File: config.mk
export PLATFORM = sky130hd
export DESIGN_NAME = lathe_cycle_sequencer
export DESIGN_NICKNAME = d
export VERILOG_FILES = /design/src/rtl/lathe_cycle_sequencer.sv
export SDC_FILE = /design/constraint.sdc
export NUM_CORES = 1
export LEC_CHECK = 0
export ABC_AREA = 0
export CAP_MARGIN = 15
export CORE_ASPECT_RATIO = 1.2
export CORE_MARGIN = 4
export CORE_UTILIZATION = 41
export CTS_CLUSTER_SIZE = 12
export DETAILED_ROUTE_END_ITERATION = 7
export PLACE_DENSITY = 0.69
export SYNTH_ARGS = -nofsm -noshare
export SYNTH_HDL_FRONTEND = slang
export SYNTH_SLANG_ARGS = --single-unit
File: constraint.sdc
create_clock -name clk -period 3.5 [get_ports clk]
set_input_delay 0.7 -clock clk [delete_from_list [all_inputs] [get_ports clk]]
set_output_delay 0.7 -clock clk [all_outputs]
set_load 0.005 [all_outputs]
File: src/rtl/lathe_cycle_sequencer.sv
// Auto-cycle controller for the retrofitted lathe: spin-up, feed, retract and index per part,
// with AUTO/MAN arbitration, e-stop, feed/retract watchdogs and fault latching.
module lathe_cycle_sequencer #(
  parameter int SPINUP_TICKS  = 150_000_000,
  parameter int FEED_TICKS    = 500_000_000,
  parameter int RETRACT_TICKS = 500_000_000,
  parameter int BATCH_SIZE    = 5,
  parameter int TMR_W         = 29
) (
  input  logic       clk,
  input  logic       rst,
  input  logic       start,
  input  logic       stop,
  input  logic       estop,
  input  logic       fault_clr,
  input  logic       auto_mode,
  input  logic       man_mode,
  input  logic       feed_limit,
  input  logic       home_sw,
  output logic       spindle_on,
  output logic       feed_fwd,
  output logic       feed_rev,
  output logic       busy,
  output logic       batch_done,
  output logic       fault,
  output logic [3:0] part_count,
  output logic [2:0] state
);

  typedef enum logic [2:0] {
    S_IDLE       = 3'd0,
    S_SPINUP     = 3'd1,
    S_FEED       = 3'd2,
    S_RETRACT    = 3'd3,
    S_INDEX      = 3'd4,
    S_BATCH_DONE = 3'd5,
    S_FAULT      = 3'd6,
    S_MANUAL     = 3'd7
  } state_t;

  localparam logic [TMR_W-1:0] SPINUP_LAST  = TMR_W'(SPINUP_TICKS - 1);
  localparam logic [TMR_W-1:0] FEED_LAST    = TMR_W'(FEED_TICKS - 1);
  localparam logic [TMR_W-1:0] RETRACT_LAST = TMR_W'(RETRACT_TICKS - 1);
  localparam logic [3:0]       BATCH_N      = 4'(BATCH_SIZE);

  state_t           st;
  state_t           st_nx;
  logic [TMR_W-1:0] timer;
  logic [3:0]       count_nx;
  logic             stop_pending;
  logic             pend_nx;
  logic             start_d;
  logic             start_rise;
  logic             auto_sel;
  logic             man_sel;
  logic             stop_req;

  assign start_rise = start & ~start_d;
  assign auto_sel   = auto_mode & ~man_mode;
  assign man_sel    = man_mode & ~auto_mode;
  // Losing the AUTO selection mid-cycle is handled exactly like the stop button.
  assign stop_req   = stop | ~auto_sel;
  assign state      = st;

  always_comb begin
    st_nx    = st;
    pend_nx  = stop_pending;
    count_nx = part_count;
    if (estop && st != S_FAULT) begin
      st_nx = S_FAULT;
    end else begin
      case (st)
        S_IDLE: begin
          if (auto_sel && start_rise) begin
            st_nx = S_SPINUP;
            if (part_count == BATCH_N) count_nx = '0;
          end else if (man_sel) begin
            st_nx = S_MANUAL;
          end
        end
        S_SPINUP: begin
          if (stop_req)                  st_nx = S_IDLE;
          else if (timer == SPINUP_LAST) st_nx = S_FEED;
        end
        S_FEED: begin
          if (stop_req) begin
            st_nx   = S_RETRACT;
            pend_nx = 1'b1;
          end else if (feed_limit) begin
            st_nx = S_RETRACT;
          end else if (timer == FEED_LAST) begin
            st_nx = S_FAULT;
          end
        end
        S_RETRACT: begin
          // A stop here never aborts the retract; it only marks the part as abandoned.
          pend_nx = stop_pending | stop_req;
          if (home_sw)                    st_nx = pend_nx ? S_IDLE : S_INDEX;
          else if (timer == RETRACT_LAST) st_nx = S_FAULT;
        end
        S_INDEX: begin
          count_nx = part_count + 4'd1;
          if (count_nx == BATCH_N) st_nx = S_BATCH_DONE;
          else if (stop_req)       st_nx = S_IDLE;
          else                     st_nx = S_FEED;
        end
        S_BATCH_DONE: begin
          if (auto_sel && start_rise) begin
            st_nx    = S_SPINUP;
            count_nx = '0;
          end else if (man_sel) begin
            st_nx = S_MANUAL;
          end
        end
        S_MANUAL: begin
          if (!man_sel) st_nx = S_IDLE;
        end
        S_FAULT: begin
          if (fault_clr && !estop) st_nx = S_IDLE;
        end
        default: st_nx = S_IDLE;
      endcase
    end
    if (st_nx != S_RETRACT) pend_nx = 1'b0;
  end

  // Outputs are decoded from the next state so they are registered alongside it.
  always_ff @(posedge clk or posedge rst) begin
    if (rst) begin
      st           <= S_IDLE;
      timer        <= '0;
      part_count   <= '0;
      stop_pending <= 1'b0;
      start_d      <= 1'b0;
      spindle_on   <= 1'b0;
      feed_fwd     <= 1'b0;
      feed_rev     <= 1'b0;
      busy         <= 1'b0;
      batch_done   <= 1'b0;
      fault        <= 1'b0;
    end else begin
      st           <= st_nx;
      start_d      <= start;
      stop_pending <= pend_nx;
      part_count   <= count_nx;
      if (st_nx == st && (st inside {S_SPINUP, S_FEED, S_RETRACT}))
        timer <= timer + TMR_W'(1);
      else
        timer <= '0;
      spindle_on <= (st_nx inside {S_SPINUP, S_FEED, S_RETRACT, S_INDEX}) ||
                    (st_nx == S_MANUAL && start);
      feed_fwd   <= (st_nx == S_FEED);
      feed_rev   <= (st_nx == S_RETRACT);
      busy       <= (st_nx inside {S_SPINUP, S_FEED, S_RETRACT, S_INDEX});
      batch_done <= (st_nx == S_BATCH_DONE);
      fault      <= (st_nx == S_FAULT);
    end
  end

endmodule

### Word level (Yosys, flattened, before mapping)

Cells that the tools add are included.

* register bits after elaboration: 44
* input port bits: 10
* output and inout bits: 13
* word-level logic and storage cells: 88

* $add $sub $neg: 2
* equal/unequal tests: 26
* muxes and demuxes: 24
* bitwise logic cells: 10
* reduce and logical (&&, ||, !) cells: 15

Operators with widths (number)
* $mux 3: 13
* $add 29x1->29 const B: 1
* $eq 29x28->1 const B: 1
* $eq 29x29->1 const B: 1
* $mux 29: 1
* $eq 3x3->1 const B: 8
* $pmux 3 s7: 1
* $eq 3x2->1 const B: 4
* $mux 4: 3
* $pmux 4 s3: 1
* $reduce_bool 3->1: 3
* $eq 4x3->1 const B: 2
* $eq 3x1->1 const B: 2
* $ne 2x2->1 const B: 3
* $ne 3x3->1 const B: 2
* $logic_and 1x1->1: 5
* $not 1->1: 5
* $reduce_and 5->1: 1
* $add 4x1->4 const B: 1
* $reduce_bool 4->1: 1
* $and 1x1->1: 3
* $eq 3x3->1: 1
* $logic_not 3->1: 1
* $mux 1: 3
* 9 further kinds: 10

### Logic depth before layout (Yosys ltp)

* depth after elaboration: 12
* gate-level depth with buffers: 10
* depth with buffers taken out: 8

### Worst setup path before layout

No wires, ideal clock.

* path kind: input to register
* start: input man_mode
* end: register timer[19]
* setup time: 120 ps
* arrival time: 2440 ps
* required time: 3380 ps
* path slack: 940 ps
* stages: 8
* path buffers: 2
* cell sequence: nor3b_2 -> o21bai_1 -> a22o_1 -> a311oi_2 -> mux2i_1 -> buf_4 -> buf_6 -> nor3_2

* elaborated cells between the ends (all ways): 21
* those cells by class: eq/ne (1); mux (12); bitwise (6); reduce/logical (2)

RTL lines
* start: declaration: RTL line 17 `input logic man_mode,`
* $not 1->1: RTL line 59 `assign auto_sel = auto_mode & ~man_mode;`
* $and 1x1->1: RTL line 59
* $not 1->1: RTL line 62 `assign stop_req = stop | ~auto_sel;`
* $or 1x1->1: RTL line 62
* $mux 3, on equally long branches: RTL line 86, 82
* $pmux 3 s7 (*): RTL line 72 `case (st)`
* $mux 3 (*): RTL line 69 `if (estop && st != S_FAULT) begin`
* named net st_nx[0]: RTL line 47 `state_t st_nx;`
* $eq 3x3->1 (*): RTL line 146 `if (st_nx == st && (st inside {S_SPINUP, S_FEED, S_RETRACT}))`
* $logic_and 1x1->1 (*): RTL line 146
* $mux 29 (*): RTL line 146
* end signal: assignment: RTL line 147 `timer <= timer + TMR_W'(1);`
* end: declaration: RTL line 48 `logic [TMR_W-1:0] timer;`

Mark *: on every way through the listed nets, which the timed path passes. The rest lies on a longest branch.
A chain may end at the register's enable or synchronous reset.

### Worst setup path after layout

* start: register timer[11]
* end: register timer[14]

* word-level cells in the longest chain between the ends: 9
* elaborated cells between the ends (all ways): 14
* those cells by class: add/sub (1); eq/ne (3); mux (9); reduce/logical (1)

RTL lines
* $eq 29x29->1: RTL line 91, 99
* $mux 3: RTL line 91, 99
* $mux 3: RTL line 89 `end else if (feed_limit) begin`
* $mux 3: RTL line 86 `if (stop_req) begin`
* $pmux 3 s7: RTL line 72
* $mux 3: RTL line 69
* $eq 3x3->1: RTL line 146
* $logic_and 1x1->1: RTL line 146
* $mux 29 (*): RTL line 146

Mark *: on every way between the ends. The rest lies on a longest branch, timed or not.

==> flow_summary.json <==
{
  "gp_congestion": 0.845,
  "place_inst": 359,
  "worstHoldStart": "timer[0]",
  "crit_path_end_kind": "flop",
  "grt_pass1_wl_microns": 9000,
  "via_per_inst": 5.46,
  "core_area_sq_um": 6090,
  "hold_violations": 0,
  "min_period_over_period_pct": 79.2,
  "dr.pass1.iters": 4,
  "ys.flop_type": "dfrtp_1",
  "tightest_slew_ns": 0.697,
  "cts_tree": "built",
  "layout_commonest_cell": "dfrtp_1",
  "clockRootBuffer": "clkbuf_8",
  "area_growth_pct": 13.8,
  "track_usage_pct": 14.9,
  "rsz0062_at_grt": "false",
  "largest_reg_flops": 29,
  "die_x_microns": 80.6,
  "cp.arrival_ns": 2.93,
  "initial_core_util_pct": 42.6,
  "path_max_fanout": 29,
  "clock_latency_ns": 0.29,
  "yosys_register_bits": 44,
  "synth_xor_xnor_area_share_pct": 9.46,
  "cts_made_buffers": 5,
  "hp-class": "reg -> reg",
  "ys_warn_count": 0,
  "avgSynthCellArea_sq_um": 9.85,
  "regMostFlops": "timer",
  "num-nets-final": 298,
  "yosys.cell_types.count": 53,
  "dieArea_sq_um": 7660,
  "hold_buffers": 0,
  "rows": 31,
  "wl_met3_microns": 174,
  "start_kind": "flop",
  "diodes": 0,
  "r2r_start": "timer[11]",
  "yosys-top-cells-area": "dfrtp_1, xor2_1, nor3_1",
  "seq_area_frac_synth_pct": 42.5,
  "fin_tns_setup_ns": 0,
  "slew-limit-headroom_pct": 53.2,
  "yosys.area_share.simple_pct": 33.7,
  "critPathKind": "reg -> reg",
  "dp_hpwl_microns": 3690,
  "die_h_microns": 95.1,
  "status": "finished clean",
  "numPortBuffers": 22,
  "layout_common_cells": "dfrtp_1, nand2_1, nor3_1, clkdlybuf4s50_1, xor2_1",
  "cts_resized": 0,
  "ios": 23,
  "syn_area_sq_um": 2590,
  "instances_no_fill": 367,
  "first_global_vias": 1908,
  "layout-drive-gt1-share_pct": 11.6,
  "wirelength_microns": 5170,
  "min_period_ns": 2.77,
  "clkTransAtPathRegs_ns": 0.08,
  "yosys.area.top_type_share_pct": 42.5,
  "wirelength_met1_microns": 2370,
  "synth_fa_ha_area_share_pct": 1.93,
  "grt_overflow": 0,
  "peakVddDrop_mv": 0.205,
  "slew_viol_final": 0,
  "async_reset_ff_share_pct": 100,
  "htree_levels": 2,
  "syn-num-nets": 277,
  "grt_max_degree": 30,
  "power_leakage_nw": 1.12,
  "synth_cells": 263,
  "crit_start": "timer[11]",
  "ant_nets": 0,
  "powerDensity_nw_per_um2": 506,
  "vias": 2002,
  "synth_edf_count": 0,
  "finalSetupViolCount": 0,
  "synthMuxAreaShare_pct": 0.821,
  "worstPathRequired_ns": 3.66,
  "clock_skew_ns": 0.00536,
  "drv_cap": 0,
  "drcViolationCount": 0,
  "fmax_ghz": 0.361,
  "synth-compound-area-share_pct": 6.62,
  "synth_largest_area_cell": "dfrtp_1",
  "cts_buffer_depth": 2,
  "cts_setup_buffers": 0,
  "avgRoutedWirePerCell_microns": 14.1,
  "clock_sinks": 44,
  "route.met2.wl_microns": 2560,
  "antenna_found_initial": 0,
  "highest_layer": "met4",
  "synth_top_family_by_area": "simple AND/OR/NAND/NOR gates",
  "drt_iter0_markers": 87
}
==> per-stage QoR <==
stage / setup WS (ns) / power [W] / cell area [sq um] / hold slack [ns] / util (%)
3_5_place_dp: 0.455 / 0.00118 / 2860 / 0.492 / 46.9
5_1_grt: 0.600 / 0.00159 / 2950 / 0.527 / 48.4
3_3_place_gp: 0.486 / 0.00118 / 2860 / 0.491 / 46.9
4_1_cts: 0.714 / 0.00151 / 2950 / 0.507 / 48.4
2_1_floorplan: 0.940 / 0.000999 / 2590 / 0.467 / -
6_report: 0.729 / 0.00149 / 2950 / 0.505 / 48.4
==> cell families after synthesis <==
logic type               after synthesis
XOR/XNOR                              28
adder cells (fa/ha/maj)                4
multiplexers                           2
flip-flops                            44
buffers and inverters                 19
AND/OR/NAND/NOR                      143
AO/OA/AOI/OAI                         23
==> metal layers <==
metal	vias to the layer above	GRT usage [%]
met1	972	19.2
li1	982	-
met5	-	0
met4	0	5.21
met2	40	25.2
met3	8	2.74
==> cell usage after synthesis (all sizes together), types with 7 or more instances <==
cell type and count:
xor2 19, nor3b 7, buf 8, nand4 7
dfrtp 44, nand2 27, inv 7, nor2 13
nor3 36, nand3 13, xnor2 9, and3 7
==> final timing paths <==
| kind | depth (start not counted) | to | slack, ns |
|---|---|---|---|
| setup / recovery | 6 | timer[14] | 0.73 |
| min in group asynchronous | 2 | part_count[1] | 0.73 |
| setup reg to reg | 6 | timer[14] | 0.73 |
| hold reg to reg | 1 | timer[0] | 0.51 |
| hold / removal | 1 | timer[0] | 0.51 |
| max in group asynchronous | 3 | stop_pending | 2.05 |
==> critical path, cell delays in order (launching register included) <==
cell and delay (ns):
dfrtp_1 0.44, or4_1 0.51, or4_4 0.51, or4_1 0.52, nand3_1 0.14, or2_4 0.39, nor3_1 0.12
==> layout make-up <==
class | instances | area (sq um)
clock buffers | 8 | 90.1
fillers | 582 | 3140
inverters | 7 | 26.3
multi-input cells | 200 | 1370
flip-flops and latches | 44 | 1100
well taps | 82 | 103
repair buffers | 26 | 263
==> power by group <==
part | switching [W] | leakage [nW] | internal, W
clock | 0.000162 | 0.0455 | 0.000161
combinational | 0.000275 | 0.476 | 0.000255
sequential | 0.0000772 | 0.597 | 0.000561
Power figures use the tool's default switching activity.
